`config.mk`:
```
export PLATFORM = sky130hd
export DESIGN_NAME = mz_readout
export DESIGN_NICKNAME = d
export VERILOG_FILES = /design/src/rtl/mz_pkg.sv /design/src/rtl/mz_readout_sync_edge_det.sv /design/src/rtl/mz_readout.sv
export SDC_FILE = /design/constraint.sdc
export NUM_CORES = 1
export LEC_CHECK = 0
export ABC_AREA = 1
export CAP_MARGIN = 10
export CORE_MARGIN = 5
export CORE_UTILIZATION = 59
export DETAILED_ROUTE_END_ITERATION = 7
export GPL_TIMING_DRIVEN = 0
export PLACE_DENSITY_LB_ADDON = 0.3
export SYNTH_ARGS = -nofsm -noshare
export SYNTH_HDL_FRONTEND = slang
export SYNTH_SLANG_ARGS = --single-unit
```
`constraint.sdc`:
```
create_clock -name clk -period 2.3 [get_ports clk]
set_input_delay 0.46 -clock clk [delete_from_list [all_inputs] [get_ports clk]]
set_output_delay 0.46 -clock clk [all_outputs]
set_load 0.02 [all_outputs]
```
`src/rtl/mz_pkg.sv`:
```
// Shared definitions for the Mach-Zehnder readout: state encoding, sequencer
// timing defaults and result width default.
package mz_pkg;

  typedef enum logic [2:0] {
    ST_IDLE,
    ST_ARM,
    ST_DELAY,
    ST_WINDOW,
    ST_HOLD
  } mz_state_e;

  // Pulse sequencer timing defaults: inter-pulse gap, pi/2 and pi durations.
  localparam int SEQ_GAP_CYCLES = 1000;
  localparam int SEQ_PI2_CYCLES = 333;
  localparam int SEQ_PI_CYCLES  = 666;

  localparam int PHOT_W_DEF = 16;

endpackage

```
`src/rtl/mz_readout_sync_edge_det.sv`:
```
// Multi-stage synchroniser for an asynchronous level, followed by a registered
// one-cycle pulse on each synchronised rising edge.
module sync_edge_det #(
  parameter int STAGES = 2
) (
  input  logic clk,
  input  logic rst_n,
  input  logic async_in,
  output logic rise_pulse
);

  logic [STAGES-1:0] sync_q, sync_d;
  logic              prev_q, prev_d;
  logic              pulse_q, pulse_d;

  always_comb begin
    sync_d    = sync_q << 1;
    sync_d[0] = async_in;
    prev_d    = sync_q[STAGES-1];
    pulse_d   = sync_q[STAGES-1] & ~prev_q;
  end

  always_ff @(posedge clk or negedge rst_n) begin
    if (!rst_n) begin
      sync_q  <= '0;
      prev_q  <= 1'b0;
      pulse_q <= 1'b0;
    end else begin
      sync_q  <= sync_d;
      prev_q  <= prev_d;
      pulse_q <= pulse_d;
    end
  end

  assign rise_pulse = pulse_q;

endmodule

```
`src/rtl/mz_readout.sv`:
```
// Mach-Zehnder shot readout: counts rf pulses of a shot, waits a fixed delay,
// counts detector edges in a window and offers the result over valid/ready.
module mz_readout
  import mz_pkg::*;
#(
  parameter int PULSES_PER_SHOT = 3,
  parameter int DET_DELAY       = 100,
  parameter int DET_WINDOW      = 1000,
  parameter int GAP_TIMEOUT     = 2048,
  parameter int PHOT_W          = PHOT_W_DEF
) (
  input  logic              clk,
  input  logic              rst_n,
  input  logic              enable,
  input  logic              rf,
  input  logic              photon_in,
  output logic [PHOT_W-1:0] shot_count,
  output logic              shot_sat,
  output logic              shot_overlap,
  output logic              shot_valid,
  input  logic              shot_ready,
  output logic              gap_err,
  output logic              shot_dropped,
  output logic              busy
);

  localparam int PI_W  = $clog2(PULSES_PER_SHOT + 1);
  localparam int GAP_W = $clog2(GAP_TIMEOUT) + 1;

  localparam logic [PI_W-1:0]   LAST_IDX = PI_W'(PULSES_PER_SHOT - 1);
  localparam logic [GAP_W-1:0]  GAP_LAST = GAP_W'(GAP_TIMEOUT - 1);
  localparam logic [15:0]       DLY_LAST = 16'(DET_DELAY - 1);
  localparam logic [15:0]       WIN_LAST = 16'(DET_WINDOW - 1);
  localparam logic [PHOT_W-1:0] CNT_MAX  = '1;

  mz_state_e         state_q, state_d;
  logic              rf_q, rf_d;
  logic [PI_W-1:0]   pulse_idx_q, pulse_idx_d;
  logic [GAP_W-1:0]  gap_cnt_q, gap_cnt_d;
  logic [15:0]       tmr_q, tmr_d;
  logic [PHOT_W-1:0] count_q, count_d;
  logic              sat_q, sat_d;
  logic              ovl_q, ovl_d;
  logic              valid_q, valid_d;
  logic              gap_err_q, gap_err_d;
  logic              dropped_q, dropped_d;

  logic rf_rise, rf_fall, photon_ev;

  sync_edge_det #(.STAGES(2)) u_photon_sync (
    .clk        (clk),
    .rst_n      (rst_n),
    .async_in   (photon_in),
    .rise_pulse (photon_ev)
  );

  assign rf_rise = rf & ~rf_q;
  assign rf_fall = ~rf & rf_q;

  // Result handshake: shot_valid holds with stable count/sat/overlap until a
  // cycle with shot_valid && shot_ready; that cycle is the transfer.
  always_comb begin
    state_d     = state_q;
    rf_d        = rf;
    pulse_idx_d = pulse_idx_q;
    gap_cnt_d   = gap_cnt_q;
    tmr_d       = tmr_q;
    count_d     = count_q;
    sat_d       = sat_q;
    ovl_d       = ovl_q;
    valid_d     = valid_q;
    gap_err_d   = 1'b0;
    dropped_d   = 1'b0;

    case (state_q)
      ST_IDLE: begin
        if (enable) begin
          state_d     = ST_ARM;
          pulse_idx_d = '0;
          gap_cnt_d   = '0;
          count_d     = '0;
          sat_d       = 1'b0;
          ovl_d       = 1'b0;
        end
      end

      ST_ARM: begin
        if (!enable) begin
          state_d     = ST_IDLE;
          pulse_idx_d = '0;
          gap_cnt_d   = '0;
        end else if (rf_fall && pulse_idx_q == LAST_IDX) begin
          state_d     = ST_DELAY;
          tmr_d       = '0;
          pulse_idx_d = '0;
          gap_cnt_d   = '0;
        end else begin
          if (rf_fall) pulse_idx_d = pulse_idx_q + PI_W'(1);
          // Gap time is counted from the fall of the first pulse onwards.
          if (rf_rise) begin
            gap_cnt_d = '0;
          end else if (!rf && (pulse_idx_q != '0 || rf_fall)) begin
            if (gap_cnt_q == GAP_LAST) begin
              gap_err_d   = 1'b1;
              pulse_idx_d = '0;
              gap_cnt_d   = '0;
            end else begin
              gap_cnt_d = gap_cnt_q + GAP_W'(1);
            end
          end
        end
      end

      ST_DELAY: begin
        if (!enable) begin
          state_d = ST_IDLE;
          ovl_d   = 1'b0;
        end else begin
          if (rf_rise) ovl_d = 1'b1;
          if (tmr_q == DLY_LAST) begin
            state_d = ST_WINDOW;
            tmr_d   = '0;
          end else begin
            tmr_d = tmr_q + 16'd1;
          end
        end
      end

      ST_WINDOW: begin
        if (!enable) begin
          state_d = ST_IDLE;
          count_d = '0;
          sat_d   = 1'b0;
          ovl_d   = 1'b0;
        end else begin
          if (rf_rise) ovl_d = 1'b1;
          if (photon_ev && count_q != CNT_MAX) begin
            count_d = count_q + PHOT_W'(1);
            if (count_q + PHOT_W'(1) == CNT_MAX) sat_d = 1'b1;
          end
          if (tmr_q == WIN_LAST) begin
            state_d = ST_HOLD;
            valid_d = 1'b1;
            tmr_d   = '0;
          end else begin
            tmr_d = tmr_q + 16'd1;
          end
        end
      end

      ST_HOLD: begin
        if (rf_rise) dropped_d = 1'b1;
        if (valid_q && shot_ready) begin
          valid_d = 1'b0;
          if (enable) begin
            state_d     = ST_ARM;
            pulse_idx_d = '0;
            gap_cnt_d   = '0;
            count_d     = '0;
            sat_d       = 1'b0;
            ovl_d       = 1'b0;
          end else begin
            state_d = ST_IDLE;
          end
        end
      end

      default: state_d = ST_IDLE;
    endcase
  end

  always_ff @(posedge clk or negedge rst_n) begin
    if (!rst_n) begin
      state_q     <= ST_IDLE;
      rf_q        <= 1'b0;
      pulse_idx_q <= '0;
      gap_cnt_q   <= '0;
      tmr_q       <= '0;
      count_q     <= '0;
      sat_q       <= 1'b0;
      ovl_q       <= 1'b0;
      valid_q     <= 1'b0;
      gap_err_q   <= 1'b0;
      dropped_q   <= 1'b0;
    end else begin
      state_q     <= state_d;
      rf_q        <= rf_d;
      pulse_idx_q <= pulse_idx_d;
      gap_cnt_q   <= gap_cnt_d;
      tmr_q       <= tmr_d;
      count_q     <= count_d;
      sat_q       <= sat_d;
      ovl_q       <= ovl_d;
      valid_q     <= valid_d;
      gap_err_q   <= gap_err_d;
      dropped_q   <= dropped_d;
    end
  end

  assign shot_count   = count_q;
  assign shot_sat     = sat_q;
  assign shot_overlap = ovl_q;
  assign shot_valid   = valid_q;
  assign gap_err      = gap_err_q;
  assign shot_dropped = dropped_q;
  assign busy         = (state_q != ST_IDLE);

endmodule

```
==> out/qor.yml <==
fin_ws_ps: 149.1
layout_common_cells: "130 x nand2_1, 75 x inv_1, 59 x dfrtp_1"
cts_tree: "done"
cp_num_cells: 3
synth_edf_count: 0
setup_viol: 0
synthesis.area_um2: 3836
cts_hold_buf: 0
clock_sinks: 59
crit_path_end_kind: "output pin"
drive_gt1_share_pct: 15.15
final_common_cell: "nand2_1"
fmax_mhz: 464.9
io_pins: 28
cts-root-buf: "clkbuf_8"
synth_warnings: 0
antenna_found_initial: 0
antenna_left: 0
maxCapViolations: 0
drc: 0
io_buffers: 27
rsz0062_at_grt: "false"
finalHoldViolations: 0
skew_ps: 7.092
synth_top_area_share_pct: 38.49
path_buf_inv: 2
drt_iter0_drc: 182
status: "finished, final reports clean"
worstPathMaxFanout: 6
viasPerCell: 5.527
synth_fp_nets: 531
path_class: "reg -> out"
drt_pass1_iterations: 5
holdCritPathClass: "in -> async"
grt_usage_pct: 21.96
gp_congestion: 0.9074
cts_buffers: 9
syn_inst: 519
crit_chain: "inv_2, nand2_1, clkdlybuf4s50_1"
powerDensity_nw_per_um2: 772.2
p_leak_uw: 0.001972
grt_pass1_wl_mm: 15.44
syn_to_final_growth_pct: 14.68
rows: 29
grt_max_degree: 37
synth_cell_types: 41
fin_util_pct: 69.28
cp_data_required_time_ps: 1840
reg2regPathDepth: 10
dpl.hpwl_mm: 6.281
slowest_stage: "clkdlybuf4s50_1"
critical-path-top-delay-family: "buffers and inverters"
fp.dieH_um: 90.64
synth_area_leaders: "dfrtp_1 38%, nand2_1 13%, inv_1 7.3%"
worst_slew_pin_slew_ps: 568.7
grt_pass1_vias: 3490
place_ws_ps: 130.1
postCtsSetupBuffers: 0
synth-async-reset-ratio_pct: 100.0
synth_seq_cells: 59
insertion_delay_ps: 340
cp.arrival_ps: 1690
die_area_um2: 8215
layout.cells.non_filler: 638
whs_ps: 107.6
synth_flop_cell: "dfrtp_1"
finalNetCount: 570
die_x_um: 90.64
start_util_pct: 60.41
detail_route.wl_per_cell_um: 13.27
timing.slew.headroom_pct: 62.09
cts_resized: 0
irDropWorstVdd_uv: 634.1
syn_area_per_cell_um2: 7.391
vias: 3526
drv_slew: 0
max_stage_delay_ps: 610
antenna_cells: 0
post-route-period-util_pct: 93.52
period_needed_ps: 2151
clkTransAtPathRegs_ps: 70
crit_path_start_kind: "flip-flop"
routed_wl_mm: 8.464
cts.htree.levels: 3
ys_seq_area_share_pct: 38.49
overflow: 0
core_um2: 6350
dp.cells: 624
cts_max_path_buffers: 2
yosysTopAreaCell: "dfrtp_1"
## worst paths after layout
kind	from	endpoint	slack, ps
worst max-delay path	state_q[0]	busy	150
worst min-delay path	rst_n	gap_cnt_q[2]	110
worst max register to register	gap_cnt_q[0]	pulse_idx_q[1]	400
worst min register to register	u_photon_sync.sync_q[1]	u_photon_sync.prev_q	380
max in group asynchronous	rst_n	shot_count[11]	1610
min in group clk	u_photon_sync.sync_q[1]	u_photon_sync.prev_q	380
## metrics by stage
step                total power [uW]  area (um2)  TNS, ps
CTS                             3420        4399        0
global placement                2447        4203   -62920
floorplan                       2172        3836        0
detailed placement              2487        4218        0
global route                    3601        4399        0
finish                          3397        4399        0
## power by group
| group | internal, uW | total, uW | switching (uW) |
|---|---|---|---|
| clock network | 514 | 920 | 405 |
| logic | 422 | 1260 | 834 |
| registers | 1130 | 1220 | 95.0 |
## flip-flops by register name (all words and copies together) (netlist names), 2 cells and up
signal and count:
state_q 3, u_photon_sync.sync_q 2, gap_cnt_q 12, pulse_idx_q 2, tmr_q 16, shot_count 16
## worst reg2reg max path, delay by kind of cell (launching register included)
| family | cells | cell delay, ps |
|---|---|---|
| flops | 1 | 400 |
| fa+ha+maj | 1 | 210 |
| compound gates | 2 | 190 |
| simple gates | 7 | 980 |
## area by class of cell
cell class              count  area [um2]
clock inverters             3       40.04
plain buffers               5       47.55
multi-input cells         366        1971
well taps                  77       96.34
repair buffers             28       285.3
clock buffers              11       141.4
inverters                  89       341.6
flip-flops and latches     59        1476
fillers                   519        1951
## routing by layer
metal,share of wire [%],global-route usage [%],wire length (um),up-vias
li1,-,-,-,1758
met1,45,28.26,3808,1648
met2,49,36.56,4114,105
met3,4.7,3.500,396,15
met4,1.7,8.933,144,0
met5,0,0,0,-
## synth_stat cells (4+ instances only)
cell	number
a21oi_1	14
dfrtp_1	59
ha_1	6
inv_1	75
inv_2	11
nand2_1	130
nand2_2	8
nand3_1	33
nand4_1	14
nor2_1	45
nor2_2	11
nor2_4	5
nor3_1	16
o2111ai_1	4
o21ai_0	23
o21ai_1	14
o21ai_2	11
o22ai_2	5
xor2_1	6
## cells by family after synthesis
group / Yosys count / share of synthesized area, %
buf+inv: 94 / 10.14
flops: 59 / 38.49
xor+xnor: 6 / 1.370
fa+ha+maj: 6 / 1.957
compound gates: 79 / 13.80
simple gates: 275 / 34.25
(Power assumes the default switching activity.)
